[config.mk]
export PLATFORM = sky130hd
export DESIGN_NAME = sra_seq_ctrl
export DESIGN_NICKNAME = d
export VERILOG_FILES = /design/src/rtl/sra_pkg.sv /design/src/rtl/sra_seq_ctrl_au2.sv /design/src/rtl/sra_seq_ctrl.sv
export SDC_FILE = /design/constraint.sdc
export NUM_CORES = 1
export LEC_CHECK = 0
export BUFFER_PORTS_ARGS = -buffer_cell sky130_fd_sc_hd__buf_2
export CORE_MARGIN = 2
export CORE_UTILIZATION = 35
export CTS_CLUSTER_DIAMETER = 120
export DETAILED_ROUTE_END_ITERATION = 10
export GPL_ROUTABILITY_DRIVEN = 0
export GPL_TIMING_DRIVEN = 0
export PLACE_DENSITY = 0.49
export SETUP_SLACK_MARGIN = 0.05
export SLEW_MARGIN = 20
export SYNTH_ARGS = -nofsm -noshare
export SYNTH_HDL_FRONTEND = slang
export SYNTH_SLANG_ARGS = --single-unit
export TNS_END_PERCENT = 50
[constraint.sdc]
create_clock -name clk -period 4.3 [get_ports clk]
set_input_delay 0.86 -clock clk [delete_from_list [all_inputs] [get_ports clk]]
set_output_delay 0.86 -clock clk [all_outputs]
set_load 0.02 [all_outputs]
[src/rtl/sra_pkg.sv]
// sra_pkg: shared constants, AU2 control codes and sequencer state encoding.
package sra_pkg;
    localparam int MSB = 15;
    localparam logic [1:0] AU_SUB = 2'b00;
    localparam logic [1:0] AU_ADD = 2'b01;
    localparam logic [1:0] AU_MAX = 2'b10;
    typedef enum logic [3:0] {
        S_IDLE, S_OP1, S_OP2, S_OP3, S_OP4, S_OP5,
        S_OP6, S_OP7, S_OP8, S_OP9, S_OP10
    } state_t;
endpackage

[src/rtl/sra_seq_ctrl_au2.sv]
// sra_seq_ctrl_au2: shared arithmetic unit, ctrl 00 = A-B, 01 = A+B, 1x = max(A,B).
module sra_seq_ctrl_au2 #(
    parameter int msb = 15
) (
    input  logic [1:0]            i_ctrl,
    input  logic signed [msb:0]   i_a,
    input  logic signed [msb:0]   i_b,
    output logic signed [msb:0]   o_y
);
    always_comb
        o_y = i_ctrl[1] ? ((i_a > i_b) ? i_a : i_b) : i_ctrl[0] ? i_a + i_b : i_a - i_b;
endmodule

[src/rtl/sra_seq_ctrl.sv]
// sra_seq_ctrl: sequences z ~= max(x, x - x/8 + y/2) through a single shared AU2,
// one operation per cycle, with a start/busy/done handshake.
module sra_seq_ctrl
    import sra_pkg::*;
#(
    parameter int msb = MSB
) (
    input  logic                clk,
    input  logic                rst_n,
    input  logic                start,
    input  logic signed [msb:0] in_a,
    input  logic signed [msb:0] in_b,
    output logic                busy,
    output logic                done,
    output logic signed [msb:0] out_z
);
    localparam logic signed [msb:0] MOST_NEG = {1'b1, {msb{1'b0}}};
    localparam logic signed [msb:0] SAT_NEG  = {1'b1, {(msb-1){1'b0}}, 1'b1};
    state_t              r_state;
    logic signed [msb:0] r_ra, r_rb, r_t, r_pa, r_pb, r_x, r_y;
    logic signed [msb:0] w_a, w_b, w_y;
    logic [1:0]          w_ctrl;
    // Operand routing per state; the >>> shifts are pure wiring into the AU.
    always_comb begin
        w_a    = '0;
        w_b    = '0;
        w_ctrl = AU_SUB;
        case (r_state)
            S_OP1:   begin w_b = r_ra; end
            S_OP2:   begin w_a = r_ra; w_b = r_t;  w_ctrl = AU_MAX; end
            S_OP3:   begin w_b = r_rb; end
            S_OP4:   begin w_a = r_rb; w_b = r_t;  w_ctrl = AU_MAX; end
            S_OP5:   begin w_a = r_pa; w_b = r_pb; w_ctrl = AU_MAX; end
            S_OP6:   begin w_a = r_pa; w_b = r_pb; w_ctrl = AU_ADD; end
            S_OP7:   begin w_a = r_y;  w_b = r_x; end
            S_OP8:   begin w_a = r_x;  w_b = r_x >>> 3; end
            S_OP9:   begin w_a = r_t;  w_b = r_y >>> 1; w_ctrl = AU_ADD; end
            S_OP10:  begin w_a = r_x;  w_b = r_t;  w_ctrl = AU_MAX; end
            default: ;
        endcase
    end
    sra_seq_ctrl_au2 #(.msb(msb)) u_au2 (
        .i_ctrl (w_ctrl),
        .i_a    (w_a),
        .i_b    (w_b),
        .o_y    (w_y)
    );
    always_ff @(posedge clk or negedge rst_n) begin
        if (!rst_n) begin
            r_state <= S_IDLE;
            busy    <= 1'b0;
            done    <= 1'b0;
            out_z   <= '0;
            r_ra    <= '0;
            r_rb    <= '0;
            r_t     <= '0;
            r_pa    <= '0;
            r_pb    <= '0;
            r_x     <= '0;
            r_y     <= '0;
        end else begin
            done <= 1'b0;
            if (r_state == S_IDLE) begin
                if (start) begin
                    r_ra    <= (in_a == MOST_NEG) ? SAT_NEG : in_a;
                    r_rb    <= (in_b == MOST_NEG) ? SAT_NEG : in_b;
                    busy    <= 1'b1;
                    r_state <= S_OP1;
                end
            end else begin
                r_state <= (r_state == S_OP10) ? S_IDLE : state_t'(r_state + 4'd1);
                case (r_state)
                    S_OP1, S_OP3, S_OP8, S_OP9: r_t  <= w_y;
                    S_OP2:                      r_pa <= w_y;
                    S_OP4:                      r_pb <= w_y;
                    S_OP5:                      r_x  <= w_y;
                    S_OP6, S_OP7:               r_y  <= w_y;
                    S_OP10: begin
                        out_z <= w_y;
                        done  <= 1'b1;
                        busy  <= 1'b0;
                    end
                    default: ;
                endcase
            end
        end
    end
endmodule

## Yosys cells after proc, flatten, opt, wreduce, memory -nomap -nowiden

Cells that the tools add are included.

| storage, ports and cells | value |
|---|---|
| flip-flop bits (word level) | 134 |
| logic and storage cells | 62 |

| cells by class | value |
|---|---|
| $add $sub $neg | 3 |
| magnitude comparators | 1 |
| equality and inequality tests | 13 |
| muxes and demuxes | 16 |
| bitwise logic cells | 1 |
| reduce and logical (&&, ||, !) cells | 17 |

Operators with widths:

| kind | count |
|---|---|
| 16-bit case mux with 7 select lines | 1 |
| 16-bit case mux with 6 select lines | 1 |
| 16-bit two-way mux | 5 |
| 16-bit equality test, second input constant | 2 |
| 16-bit adder | 1 |
| 4-bit by 3-bit equality test with 1-bit output, second input constant | 4 |
| 16-bit greater-than comparator | 1 |
| 2-bit AND reduction | 8 |
| 16-bit subtractor | 1 |
| 4-bit equality test, second input constant | 3 |
| 4-bit two-way mux | 3 |
| 4-bit by 2-bit equality test with 1-bit output, second input constant | 2 |
| 2-bit OR reduction | 4 |
| 4-bit OR reduction | 2 |
| 1-bit two-way mux | 5 |
| 4-bit by 1-bit adder with 4-bit output, second input constant | 1 |
| 4-bit by 1-bit equality test with 1-bit output, second input constant | 1 |
| 4-bit zero test | 1 |
| 2-bit case mux with 2 select lines | 1 |
| 3-bit OR reduction | 1 |
| 2-bit inequality test, second input constant | 1 |
| 2-bit nonzero test | 1 |
| 1-bit NOT | 1 |

## Depth between registers and ports, before layout

| logic depth | value |
|---|---|
| word-level depth | 6 |
| gate-level depth with buffers | 19 |
| mapped depth without buffers | 15 |

## By module

From an unflattened synthesis, not the netlist that was laid out.

| unflattened totals | value |
|---|---|
| cell total of the unflattened synthesis | 844 |
| area total of the unflattened synthesis | 8868.5 µm² |

By module, submodules not included:

| module | instances | cells each | area each (µm²) | seq. area each (µm²) |
|---|---|---|---|---|
| sra_seq_ctrl | 1 | 549 | 6849.1 | 3353.2 |
| sra_seq_ctrl_au2 | 1 | 295 | 2019.4 | 0.0 |

## Least setup slack after synthesis

Ideal clock, no wire load.

| timing | value |
|---|---|
| kind | reg2reg |
| start | register r_state[2] |
| end | register r_pa[8] |
| library setup time | 0.132 ns |
| arrival time | 3.533 ns |
| data required time | 4.168 ns |
| setup slack | 0.635 ns |
| cell stages (with the launch flop) | 19 |
| cell sequence | dfrtp_1 nand2b_1 buf_2 nor2_1 clkbuf_1 a22o_1 a221o_1 ha_1 inv_1 fa_1 a21o_1 a311oi_2 o21bai_1 nand2_1 a21o_1 buf_6 buf_6 mux2i_1 o21ai_0 |

| between the ends | value |
|---|---|
| word-level cells in the longest chain between the ends | 6 |

RTL lines:

| element | line | source |
|---|---|---|
| from (decl) | sra_seq_ctrl.sv:19 | `state_t r_state;` |
| from (signal assigned) | sra_seq_ctrl.sv:71 | `r_state <= (r_state == S_OP10) ? S_IDLE : state_t'(r_state + 4'd1);` |
| 4-bit equality test (tied with other cells) | sra_seq_ctrl.sv:28 | `case (r_state)` |
| 3-bit OR reduction (no line) or 2-bit OR reduction (tied branches) | -- |  |
| 16-bit case mux with 7 select lines or 16-bit case mux with 6 select lines (tied branches) | sra_seq_ctrl.sv:28 |  |
| 16-bit subtractor (tied with other cells) | sra_seq_ctrl_au2.sv:11 | `o_y = i_ctrl[1] ? ((i_a > i_b) ? i_a : i_b) : i_ctrl[0] ? i_a + i_b : i_a - i_b;` |
| 16-bit two-way mux (2 in series) | sra_seq_ctrl_au2.sv:11 |  |
| to (signal assigned) | sra_seq_ctrl.sv:74 | `S_OP2: r_pa <= w_y;` |
| to (decl) | sra_seq_ctrl.sv:20 | `logic signed [msb:0] r_ra, r_rb, r_t, r_pa, r_pb, r_x, r_y;` |

Several ways; a longest one is shown, not always the timed one.
A chain may end at the register's enable or synchronous reset.

## Final worst setup path

| timing | value |
|---|---|
| start | register r_state[0] |
| end | register r_t[14] |

| between the ends | value |
|---|---|
| word-level cells in the longest chain between the ends | 6 |

RTL lines:

| element | line | source |
|---|---|---|
| 4-bit equality test (tied with other cells) | sra_seq_ctrl.sv:28 |  |
| 3-bit OR reduction (no line) or 2-bit OR reduction (tied branches) | -- |  |
| 16-bit case mux with 7 select lines or 16-bit case mux with 6 select lines (tied branches) | sra_seq_ctrl.sv:28 |  |
| 16-bit subtractor (tied with other cells) | sra_seq_ctrl_au2.sv:11 |  |
| 16-bit two-way mux (2 in series) | sra_seq_ctrl_au2.sv:11 |  |
| to (signal assigned) | sra_seq_ctrl.sv:73 | `S_OP1, S_OP3, S_OP8, S_OP9: r_t <= w_y;` |
| to (decl) | sra_seq_ctrl.sv:20 |  |

Several ways; a longest one is shown, not always the timed one.

==> implementation parameters <==
Parameter                              Value

Run status
  Run status ... completed

Floorplanning
  Number of ports placed on the die boundary ... 53
  Die X-Extent ... around 160 um
  Starting utilization of the core area ... 35.9%
  Placement Rows ... 55
  Standard cell core area ... between 20000 and 25000 um^2
  Area of the die ... 24600 um^2
  Y dimension of the die ... 157 um

Synth
  Top cell type by total area after synthesis ... dfrtp_1
  Adder-cell share of the synthesized area ... 5.23%
  Mean instance size in the synthesized netlist ... slightly above 9 um^2
  Post-synthesis cell count ... 898
  Main combinational cell family by area after synthesis ... compound AO/OA/AOI/OAI gates
  Number of nets in the synthesized netlist ... 966
  Largest cells by area after synthesis ... dfrtp_1 (41%), o21ai_0 (7.0%), nand2_1 (6.0%), mux2_2 (4.8%), ha_1 (4.7%)
  Async SR Flop Fraction ... 100%
  Portion of synthesized cell area occupied by the leading cell type ... 41.0%
  Register area share after synthesis ... 41.0%
  Register bit count reported by yosys ... 134
  Xor/xnor cell area share of the yosys netlist ... roughly 1.6%
  Most frequently used flop master after synthesis ... dfrtp_1
  Cell area after technology mapping ... 8190 um^2
  Mux contribution to synthesized area ... 7.26%
  Area fraction in compound gates after synthesis ... 25.8%
  Simple-Gate Fraction of Synth Area ... between 10% and 20%
  Number of flops mapped to enable cells by yosys ... 0
  Synthesis warning total ... 0
  Library cells used by synthesis ... 68

Setup path
  Depth of the worst register-to-register path ... 18
  Gate family responsible for the most delay along the worst path ... compound AO/OA/AOI/OAI gates
  Chain of cells forming the critical path ... buf_6 > and2_1 > buf_2 > a22oi_1 > o22ai_1 > a221o_1 > inv_1 > ha_1 > inv_1 > fa_2 > a21o_1 > a311oi_4 > buf_4 > o21ai_1 > a41o_1 > a221oi_2 > xor2_1 > o21ai_0
  Total stage count of the critical path ... 18
  Reg-to-Reg End ... r_t[14]
  Worst endpoint required time ... roughly 4.6 ns
  Buffers plus inverters on the worst setup path ... 5
  Cell with the most instances on the worst path ... inv_1
  Arrival time of data at the critical path endpoint ... 4.50 ns
  Slowest stage delay, CP ... 0.46 ns
  Type of element launching the critical path ... flop
  Critical path start-end classification ... reg -> reg
  Origin of the critical flop-to-flop path ... r_state[0]
  Nature of the critical path endpoint ... flop
  Critical Path Fanout Max ... 10
  Critical-path cell with the highest stage delay ... dfrtp_2
  Reg2Reg Setup Slack ... 0.08 ns

Routing
  WL per Instance ... 22.4 um
  Detail-routed via count per cell ... 5.73
  Drt first pass iters ... 6
  Iteration-0 DRC Markers ... 672
  Vias ... between 7000 and 8000
  Aggregate routed wire length ... about 29 mm
  Antenna-violating nets left ... 0
  DR DRC count ... 0

CTS
  Clock Latency Late Sink ... 0.43 ns
  TritonCTS Buffers ... 17
  TritonCTS sink count ... 134
  Hold Buf Count CTS ... 0
  H-tree levels ... 4
  Clock root buffer ... clkbuf_16
  TritonCTS clock tree ... yes
  CTS clk-pin slew, worst paths ... 0.07 ns
  Worst-case clock buffer depth ... 2

Hold path
  Worst min-delay path class ... in -> async

Final layout
  Layout Utilization ... 43.9%
  Fillers ... 2203
  Count of antenna diodes in the layout ... 0
  Area Overhead vs Synth ... 22.2%
  Ratio of cells with drive above 1 in the final layout ... between 20% and 30%
  Total number of nets in the final design ... 1055

Run
  # Max-Cap Violations ... 0

Global route
  Via count of the first global-routing pass ... between 7000 and 8000
  Initial antenna violation count ... 0
  GRT overflow ... 0
  Largest net degree at the start of global routing ... 94
  Global-route wire length before repair ... 45.5 mm
  Total routing resource utilization after global routing ... 24.7%

Timing
  Hold violation count in the final report ... 0
  Part of the cycle the worst path needs ... 98.0%
  Number of failing setup endpoints in the final timing report ... 0
  Final Max Slew Viols ... 0
  Tightest slew margin relative to the limit ... 55.6%
  Minimum period implied by the final worst setup slack ... 4.22 ns
  Measured slew at the worst slew-check pin ... 0.666 ns
  Worst Skew ... 0.0134 ns
  Maximum operating frequency ... 0.237 GHz
  Setup repair after global routing missed its margin ... yes

Placed design
  Count of input and output buffers ... 52
  Post-detailed-placement half-perimeter wirelength ... 22.4 mm
[per-stage QoR]
| stage | cells | setup TNS [ns] | setup WS [ns] | hold WS [ns] | area, um^2 |
|---|---|---|---|---|---|
| final | 1312 | 0 | 0.0844 | 0.309 | 10000 |
| after global routing | 1312 | 0 | 0.0133 | 0.331 | 10000 |
| after CTS | 1302 | 0 | 0.0513 | 0.316 | 9780 |
| after detailed placement | 1264 | -35.22 | -0.646 | 0.459 | 8880 |
| after global placement | 1263 | -37.81 | -0.715 | 0.458 | 8840 |
| after floorplan | 898 | 0 | 0.635 | 0.449 | 8190 |
[cell usage in the layout, fill, tap and decap left out, types with 8 or more instances in the layout]
master,n
a21oi_1,38
a221o_1,24
a22o_1,12
a22oi_1,34
buf_2,70
buf_4,22
clkbuf_1,22
clkbuf_16,17
clkbuf_2,8
dfrtp_1,131
ha_1,31
inv_1,29
mux2_2,35
mux2i_4,12
nand2_1,129
nand2b_1,8
nand3_1,8
nor2_1,27
nor2b_1,21
nor3_1,15
o21ai_0,103
o21ai_1,19
o22ai_1,18
xnor2_1,12
[repair_timing]
action / 4_1_cts / 5_1_grt
cloned: 1 / 0
buffers inserted: 7 / 10
pin swaps: 4 / 4
resized for setup: 66 / 41
endpoints found under the setup margin: 76 / 74
[cell type report]
cell class	instances	area (um^2)	area share (%)
Sequential cell	134	3360	33.6
Timing Repair Buffer	71	465	4.65
Inverter	29	109	1.09
Buffer	66	405	4.05
Clock buffer	17	425	4.25
Multi-Input combinational cell	668	4710	47.1
Tap cell	313	392	3.92
Clock inverter	14	140	1.40
[worst max-delay path by stage]
stage,slack [ns],startpoint,endpoint
4_1_cts,0.05,r_state[0],r_pa[8]
6_report,0.08,r_state[0],r_t[14]
5_1_grt,0.01,r_state[0],r_pa[14]
3_3_place_gp,-0.72,r_state[0],out_z[14]
2_1_floorplan,0.64,r_state[2],r_pa[8]
3_5_place_dp,-0.65,r_state[0],out_z[14]
[state kept, by name (all words and copies together), names as in the netlist]
register  count
r_state       4
done          1
r_y          16
r_pa         16
busy          1
out_z        16
r_rb         16
r_pb         16
r_t          16
r_ra         16
r_x          16
[synthesized netlist by cell type (17+ instances only)]
master    number
inv_1         29
buf_2         21
ha_1          31
mux2i_1       20
nor2b_1       23
nor3_1        17
clkbuf_1      31
dfrtp_1      134
mux2_2        35
a221o_1       25
nand2_1      131
o22ai_1       18
a21oi_1       42
a22oi_1       34
nor2_1        31
o21ai_0      114
[per-layer routing]
metal / track usage (%) / vias up / routed length (um)
li1: - / 3469 / -
met1: 35.0 / 3712 / 13700
met2: 39.1 / 295 / 13300
met3: 3.17 / 45 / 1730
met4: 8.04 / 0 / 616
met5: 0 / - / 0
[cell families after synthesis]
group,count (synthesis)
and+or+nand+nor,246
DFF,134
muxes,55
adders and majority gates,33
AOI/OAI and AO/OA,319
xor gates and xnor gates,15
buffers and inverters,96
Power is not shown: default switching activity piles up to over one toggle a cycle in this logic, so the estimate is an artifact.
